File: src/rtl/branch_update_queue.sv
// In-order queue of predicted branches between fetch and execute; the oldest entry is
// resolved, the BHT training update is registered, and a misprediction squashes younger entries.
module branch_update_queue #(
   parameter int IDX_W = 5,
   parameter int DEPTH = 4,
   parameter int CNT_W = 16
) (
   input  logic                         clk,
   input  logic                         arst_n,
   input  logic                         push_valid,
   input  logic [IDX_W-1:0]             push_idx,
   input  logic                         push_pred,
   output logic                         full,
   output logic                         empty,
   output logic [$clog2(DEPTH):0]       occupancy,
   input  logic                         resolve_valid,
   input  logic                         resolve_taken,
   input  logic                         flush,
   output logic                         bht_en,
   output logic [IDX_W-1:0]             bht_write_addr,
   output logic                         bht_was_taken,
   output logic                         mispredict,
   output logic [CNT_W-1:0]             mispredict_count,
   output logic                         underflow_err
);

   localparam int PTR_W = $clog2(DEPTH);
   localparam int OCC_W = PTR_W + 1;

   logic [IDX_W-1:0] idx_mem  [DEPTH];
   logic             pred_mem [DEPTH];

   logic [PTR_W-1:0] wr_ptr;
   logic [PTR_W-1:0] rd_ptr;
   logic [OCC_W-1:0] occ;

   logic resolve_acc;
   logic mispredict_now;
   logic push_acc;

   function automatic logic [CNT_W-1:0] sat_inc(input logic [CNT_W-1:0] val);
      return (&val) ? val : val + CNT_W'(1);
   endfunction

   assign full      = (occ == OCC_W'(DEPTH));
   assign empty     = (occ == '0);
   assign occupancy = occ;

   assign resolve_acc    = resolve_valid & ~empty;
   assign mispredict_now = resolve_acc & (resolve_taken != pred_mem[rd_ptr]);
   // A resolve in the same cycle frees the head slot, so a full queue can still accept a push.
   assign push_acc = push_valid & (~full | resolve_acc) & ~flush & ~mispredict_now;

   // Entry storage carries no reset; validity is tracked solely by the pointers and occupancy.
   always_ff @(posedge clk) begin
      if (push_acc) begin
         idx_mem[wr_ptr]  <= push_idx;
         pred_mem[wr_ptr] <= push_pred;
      end
   end

   always_ff @(posedge clk) begin
      if (!arst_n) begin
         wr_ptr <= '0;
         rd_ptr <= '0;
         occ    <= '0;
      end else if (flush || mispredict_now) begin
         rd_ptr <= wr_ptr;
         occ    <= '0;
      end else begin
         if (push_acc)
            wr_ptr <= wr_ptr + PTR_W'(1);
         if (resolve_acc)
            rd_ptr <= rd_ptr + PTR_W'(1);
         occ <= occ + OCC_W'(push_acc) - OCC_W'(resolve_acc);
      end
   end

   // Resolve stage: BHT update and mispredict flag appear one cycle after the accepted resolve.
   always_ff @(posedge clk) begin
      if (!arst_n) begin
         bht_en           <= 1'b0;
         bht_write_addr   <= '0;
         bht_was_taken    <= 1'b0;
         mispredict       <= 1'b0;
         mispredict_count <= '0;
         underflow_err    <= 1'b0;
      end else begin
         bht_en     <= resolve_acc;
         mispredict <= mispredict_now;
         if (resolve_acc) begin
            bht_write_addr <= idx_mem[rd_ptr];
            bht_was_taken  <= resolve_taken;
         end
         if (mispredict_now)
            mispredict_count <= sat_inc(mispredict_count);
         if (resolve_valid && empty)
            underflow_err <= 1'b1;
      end
   end

endmodule

File: config.mk
export PLATFORM = sky130hd
export DESIGN_NAME = branch_update_queue
export DESIGN_NICKNAME = d
export VERILOG_FILES = /design/src/rtl/branch_update_queue.sv
export SDC_FILE = /design/constraint.sdc
export NUM_CORES = 1
export LEC_CHECK = 0
export BUFFER_PORTS_ARGS = -buffer_cell sky130_fd_sc_hd__buf_4
export CAP_MARGIN = 20
export CORE_AREA = 4 4 108 59
export DETAILED_ROUTE_END_ITERATION = 7
export DIE_AREA = 0 0 112 63
export PLACE_DENSITY = 0.74
export SYNTH_ARGS = -nofsm -noshare
export SYNTH_HDL_FRONTEND = slang
export SYNTH_SLANG_ARGS = --single-unit
File: constraint.sdc
create_clock -name clk -period 3.18 [get_ports clk]
set_input_delay 0.954 -clock clk [delete_from_list [all_inputs] [get_ports clk]]
set_output_delay 0.954 -clock clk [all_outputs]
set_load 0.01 [all_outputs]
==> impl_metrics.py, run 1 <==
metrics = {
    "finish": {
        "mostFrequentLayoutCell": "buf_4",
        "mostFrequentLayoutCells": "buf_4 (46), nand2_1 (34), dfxtp_1 (34)",
        "nFillCells": 442,
        "nNetsFinal": 301,
        "num_antenna_cells": 0,
        "final_area_um2": 3270,
        "drive_gt1_share_pct": 27.3,
        "areaGrowthSynthToFinish_pct": 23.5,
    },
    "routing": {
        "ant_nets": 0,
        "viasPerCell": 5.49,
        "drt-wirelength-per-cell_um": 15.4,
        "drt_pass1_iterations": 4,
        "drt_iter0_drc": 123,
        "routed-via-count": 1972,
        "drc_errors": 0,
        "totalWireLength_um": 5530,
    },
    "sta": {
        "relSlewSlack_pct": 56.2,
        "fin_tns_setup_ns": 0,
        "layout_min_cycle_time_ns": 2.84,
        "slew_viol_final": 0,
        "fmax_ghz": 0.353,
        "rsz0062_at_grt": "false",
        "setup_viol": 0,
        "fin_worst_skew_ns": 0.00630,
        "hold_viol": 0,
        "tightest_slew_ns": 0.652,
        "fin_crit_sh_pct": 89.2,
    },
    "pwr": {
        "vdd_drop_max_mv": 0.300,
        "p_leak_uw": 0.00120,
        "p_per_area_nw_per_um2": 550,
    },
    "clock_network": {
        "clkSlewWorstSetupHoldPaths_ns": 0.06,
        "cts_setup_buffers": 0,
        "ctsLongestPathBuffers": 2,
        "cts_tree": "built",
        "clock_sinks": 58,
        "clkLatencyLatePin_ns": 0.34,
        "ctsResizeCount": 0,
        "cts_hold_buf": 0,
        "cts_root_buffer": "clkbuf_8",
        "cts_made_buffers": 9,
        "htreeDepth": 3,
    },
    "place": {
        "place_area_um2": 3030,
        "dpl.hpwl_um": 3810,
        "place.gp.congestion": 0.800,
        "port_buffers": 41,
    },
    "floorplanning": {
        "num_rows": 19,
        "die_w_um": 112,
        "core_um2": 5350,
        "pin_count": 42,
        "die_area_um2": 7060,
        "die_h_um": 63,
        "start_util_pct": 49.5,
    },
    "logic_synthesis": {
        "synth_nets": 257,
        "syn_area_um2": 2650,
        "yosys_warnings": 0,
        "synthDistinctLibCells": 44,
        "ys_ff_latch": 58,
        "synth_area_per_cell_um2": 11.2,
        "syn-instance-count": 237,
        "yosysSeqAreaShare_pct": 52.9,
    },
    "global_routing": {
        "overflow": 0,
        "track_usage_pct": 16.6,
        "grt_max_degree": 31,
        "antenna_found_initial": 0,
        "grt_pass1_vias": 1954,
        "grt_first_pass_wirelength_um": 9200,
    },
    "setup_path": {
        "cp_slowest_cell": "mux4_2",
        "startpoint": "pred_mem[3]$_DFFE_PP_",
        "crit_required_ns": 3.42,
        "crit_path_max_fanout": 3,
        "cpPeakStageDelay_ns": 0.54,
        "start_kind": "register",
        "path_buf_inv": 2,
        "crit_chain": "mux4_2 > xor2_1 > a211oi_2 > inv_1 > ha_1 > inv_1 > ha_1 > fa_1 > xnor2_1 > xnor2_1 > nor4_1",
        "cp_top_family": "adder cells",
        "endpoint_kind": "register",
        "worstSetupPathType": "register to register",
        "crit_arrival_ns": 3.08,
        "rr_startpoint": "pred_mem[3]$_DFFE_PP_",
    },
    "run": {
        "maxCapViolCount": 0,
    },
    "run_status": {
        "outcome": "finished clean",
    },
    "min_path": {
        "hold_class": "register to register",
        "hold_start": "bht_write_addr[0]$_SDFFE_PN0P_",
    },
}
through the flow:
step	power [µW]	utilization [%]	hold slack (ns)	instances	setup WS [ns]
after floorplan	924	-	0.481	237	0.216
after detailed placement	984	56.6	0.449	343	0.179
after global routing	1870	61.2	0.469	359	0.144
final	1800	61.2	0.458	359	0.344
after CTS	1810	61.2	0.457	359	0.321
after global placement	976	56.6	0.447	343	0.248
synth_stat cells:
library cell  instances  area share (%)
dfxtp_1              34              26
nand2_1              34             4.8
edfxtp_1             24              27
mux2i_1              14             5.3
nand2b_1             12             2.8
nor4_1               11             2.6
a21oi_1              10             1.9
inv_1                10             1.4
nand3_1              10             1.9
ha_1                  7             3.3
clkbuf_1              6            0.85
mux4_2                6             5.1
nor3_1                6             1.1
nor2_1                5            0.71
and2_2                4             1.1
buf_2                 4            0.76
nand4_1               4            0.94
and3_1                3            0.71
nor4b_1               3            0.99
or4_1                 3            0.85
nor3b_1               2            0.57
o41ai_1               2            0.66
xnor2_1               2            0.66
a211oi_2              1            0.47
a221oi_1              1            0.33
a22oi_1               1            0.28
a31oi_1               1            0.24
and4_1                1            0.33
buf_1                 1            0.14
buf_4                 1            0.28
clkbuf_2              1            0.19
clkinv_1              1            0.14
fa_1                  1            0.76
mux2_2                1            0.42
nand4_2               1            0.47
nor4_2                1            0.47
o211a_1               1            0.38
o31a_1                1            0.33
o31ai_1               1            0.28
o31ai_4               1            0.80
or4b_1                1            0.38
or4b_2                1            0.38
xnor2_2               1            0.61
xor2_1                1            0.33
where the power goes:
group	total, µW	leakage, µW	internal [µW]	switching, µW
clock network	833	0.000120	541	292
logic	152	0.000586	68.5	84.0
registers	815	0.000493	796	18.8
total	1800	0.00120	1410	395
layer usage:
layer | vias up | share of wire, % | global-route usage, %
li1 | 957 | - | -
met1 | 958 | 42 | 18.7
met2 | 48 | 51 | 27.3
met3 | 9 | 5.0 | 6.87
met4 | 0 | 1.6 | 8.40
met5 | - | 0 | 0
cell families after synthesis:
| logic type | share of synthesized area (%) |
|---|---|
| XOR/XNOR | 1.61 |
| adder cells (fa/ha/maj) | 4.06 |
| flip-flops | 52.9 |
| multiplexers | 10.8 |
| AND/OR/NAND/NOR | 21.2 |
| buffers and inverters | 3.78 |
| AO/OA/AOI/OAI | 5.67 |
worst paths after layout:
| path | cells past startpoint | end | slack, ns |
|---|---|---|---|
| worst min register to register | 2 | bht_write_addr[0]$_SDFFE_PN0P_ | 0.46 |
| worst max-delay path | 11 | occupancy[2]$_SDFF_PP0_ | 0.34 |
| worst min-delay path | 2 | bht_write_addr[0]$_SDFFE_PN0P_ | 0.46 |
| worst max register to register | 11 | occupancy[2]$_SDFF_PP0_ | 0.34 |
state kept, by name, summed over array words and instances, names as in the netlist, named ones only:
signal,cells
idx_mem,20
bht_write_addr,5
pred_mem,4
bht_en,1
underflow_err,1
mispredict,1
occupancy,3
rd_ptr,2
mispredict_count,16
bht_was_taken,1
wr_ptr,2
worst register-to-register path: cells and delay by family, from the launching register on:
kind	cells	cell delay [ns]
AO/OA/AOI/OAI	1	0.26
adder cells (fa/ha/maj)	3	0.82
buffers and inverters	2	0.10
multiplexers	1	0.54
AND/OR/NAND/NOR	1	0.14
XOR/XNOR	3	0.49
flip-flops	1	0.38
cell type report:
class	count	area [µm²]	share of cell area [%]
Clock buffer	11	141	4.32
Inverter	11	41.3	1.26
Multi-Input combinational cell	155	1150	35.1
Timing Repair Buffer	46	345	10.6
Tap cell	73	91.3	2.79
Sequential cell	58	1400	42.8
Clock inverter	5	103	3.14
Note: power is estimated with default switching activity, not from simulation.
==> inputs of run 2 (changes only) <==
Settings changed: RECOVER_POWER from default to 25.
==> run 2 against run 1 <==
Critical path depth stayed put. Non-clock buffer count stayed put. First-iteration DRC count is 2.4% higher. Wire length hardly changed. Combinational power is 3% lower. Sequential power hardly changed. Worst hold slack worse by 0.0011 ns. Worst setup slack worse by 0.0036 ns. Sequential share of layout area is 0.50 points higher. Die area stayed put. Clock skew hardly changed. Utilization is 0.70 points lower. Largest cell class unchanged. Largest power group unchanged.
==> impl_metrics.py, run 2 (synthesis results as in run 1) <==
metrics = {
    "run_status": {
        "outcome": "finished clean",
    },
    "finish": {
        "mostFrequentLayoutCells": "buf_4 (36), nand2_1 (34), dfxtp_1 (34)",
        "num_antenna_cells": 0,
        "drive_gt1_share_pct": 23.8,
        "regMostFlops": "idx_mem",
        "largest_register_ffs": 20,
        "final_area_um2": 3230,
        "mostFrequentLayoutCell": "buf_4",
        "nNetsFinal": 301,
        "areaGrowthSynthToFinish_pct": 22.0,
        "biggestRegsByFlops": "idx_mem: 20 flops, mispredict_count: 16 flops, bht_write_addr: 5 flops",
    },
    "min_path": {
        "hold_class": "register to register",
        "hold_start": "bht_write_addr[0]$_SDFFE_PN0P_",
        "whs_path_depth": 2,
        "hold_path_end": "bht_write_addr[0]$_SDFFE_PN0P_",
    },
    "setup_path": {
        "crit_required_ns": 3.42,
        "path_buf_inv": 2,
        "crit_arrival_ns": 3.08,
        "start_kind": "register",
        "crit_path_max_fanout": 3,
        "startpoint": "pred_mem[3]$_DFFE_PP_",
        "r2r-end": "occupancy[2]$_SDFF_PP0_",
        "ff2ff_path_depth": 11,
        "worstSetupPathType": "register to register",
        "ff2ff_setup_slack_ns": 0.34,
        "cp_top_family": "adder cells",
        "endpoint_kind": "register",
        "rr_startpoint": "pred_mem[3]$_DFFE_PP_",
        "cpPeakStageDelay_ns": 0.54,
        "crit_chain": "mux4_2 > xor2_1 > a211oi_2 > inv_1 > ha_1 > inv_1 > ha_1 > fa_1 > xnor2_1 > xnor2_1 > nor4_1",
        "cp_slowest_cell": "mux4_2",
    },
    "sta": {
        "fin_worst_skew_ns": 0.00636,
        "fmax_ghz": 0.352,
        "tightest_slew_ns": 0.652,
        "fin_crit_sh_pct": 89.3,
        "timing.hold.ws_ns": 0.457,
        "layout_min_cycle_time_ns": 2.84,
        "fin_tns_setup_ns": 0,
        "hold_viol": 0,
        "relSlewSlack_pct": 56.2,
        "setup_viol": 0,
        "rsz0062_at_grt": "false",
        "slew_viol_final": 0,
    },
    "floorplanning": {
        "start_util_pct": 49.5,
        "num_rows": 19,
        "die_h_um": 63,
        "core_um2": 5350,
        "die_w_um": 112,
        "pin_count": 42,
        "die_area_um2": 7060,
    },
    "pwr": {
        "p_leak_uw": 0.00116,
        "p_per_area_nw_per_um2": 555,
        "vdd_drop_max_mv": 0.299,
    },
    "clock_network": {
        "cts_root_buffer": "clkbuf_8",
        "clkLatencyLatePin_ns": 0.34,
        "clock_sinks": 58,
        "ctsLongestPathBuffers": 2,
        "clkSlewWorstSetupHoldPaths_ns": 0.06,
        "cts_tree": "built",
        "cts_setup_buffers": 0,
        "ctsResizeCount": 0,
        "cts_hold_buf": 0,
        "cts_made_buffers": 9,
        "htreeDepth": 3,
    },
    "run": {
        "maxCapViolCount": 0,
    },
    "routing": {
        "totalWireLength_um": 5530,
        "drt-wirelength-per-cell_um": 15.4,
        "viasPerCell": 5.49,
        "drt_iter0_drc": 126,
        "ant_nets": 0,
        "routed-via-count": 1972,
        "drt_pass1_iterations": 4,
        "drc_errors": 0,
    },
    "place": {
        "port_buffers": 41,
        "place_area_um2": 3030,
        "dpl.hpwl_um": 3810,
        "place.gp.congestion": 0.800,
    },
    "global_routing": {
        "overflow": 0,
        "track_usage_pct": 16.6,
        "grt_pass1_vias": 1954,
        "antenna_found_initial": 0,
        "grt_first_pass_wirelength_um": 9200,
        "grt_max_degree": 31,
    },
}
-- run 2: changes by cell type in the layout (fill, tap and decap cells not counted), sizes merged --
cell,change
clkbuf,+10
buf,-10
-- run 2: worst reg2reg max path, stage by stage (launching register included) --
cell and delay, ns:
edfxtp_1 0.38, mux4_2 0.54, xor2_1 0.20, a211oi_2 0.26, inv_1 0.06, ha_1 0.27
inv_1 0.04, ha_1 0.18, fa_1 0.38, xnor2_1 0.15, xnor2_1 0.14, nor4_1 0.14
-- run 2: stage by stage --
stage                     utilization (%)  total power [µW]  instances  worst slack [ns]
final                                60.5              1790        359             0.340
after global routing                 60.5              1860        359             0.144
after floorplan                         -               924        237             0.216
after global placement               56.6               976        343             0.248
after CTS                            61.2              1810        359             0.321
after detailed placement             56.6               984        343             0.179
-- run 2: area by class of cell --
| type | instances | area, µm² |
|---|---|---|
| Clock inverter | 5 | 103 |
| Tap cell | 73 | 91.3 |
| Multi-Input combinational cell | 155 | 1150 |
| Sequential cell | 58 | 1400 |
| Timing Repair Buffer | 46 | 308 |
| Fill cell | 451 | 2110 |
| Inverter | 11 | 41.3 |
| Clock buffer | 11 | 141 |
-- run 2: worst max-delay path by stage --
| stage | to | cells past startpoint |
|---|---|---|
| floorplan | occupancy[2]$_SDFF_PP0_ | 11 |
| global placement | occupancy[2]$_SDFF_PP0_ | 11 |
| detailed placement | occupancy[2]$_SDFF_PP0_ | 11 |
| CTS | occupancy[2]$_SDFF_PP0_ | 11 |
| global route | occupancy[2]$_SDFF_PP0_ | 11 |
| finish | occupancy[2]$_SDFF_PP0_ | 11 |
-- run 2: report_power, final --
part / internal [µW] / switching [µW] / total [µW]
combinational: 63.6 / 84.1 / 148
clock: 541 / 292 / 832
sequential: 796 / 18.8 / 815
-- run 2: metal layers --
metal  global-route usage (%)  share of wire [%]  up-vias  wire length [µm]
met2                     27.3                 51       50              2830
met5                        0                  0        -                 0
met3                     6.87                5.2        9               289
met1                     18.7                 42      957              2330
li1                         -                  -      956                 -
met4                     8.40                1.6        0                87
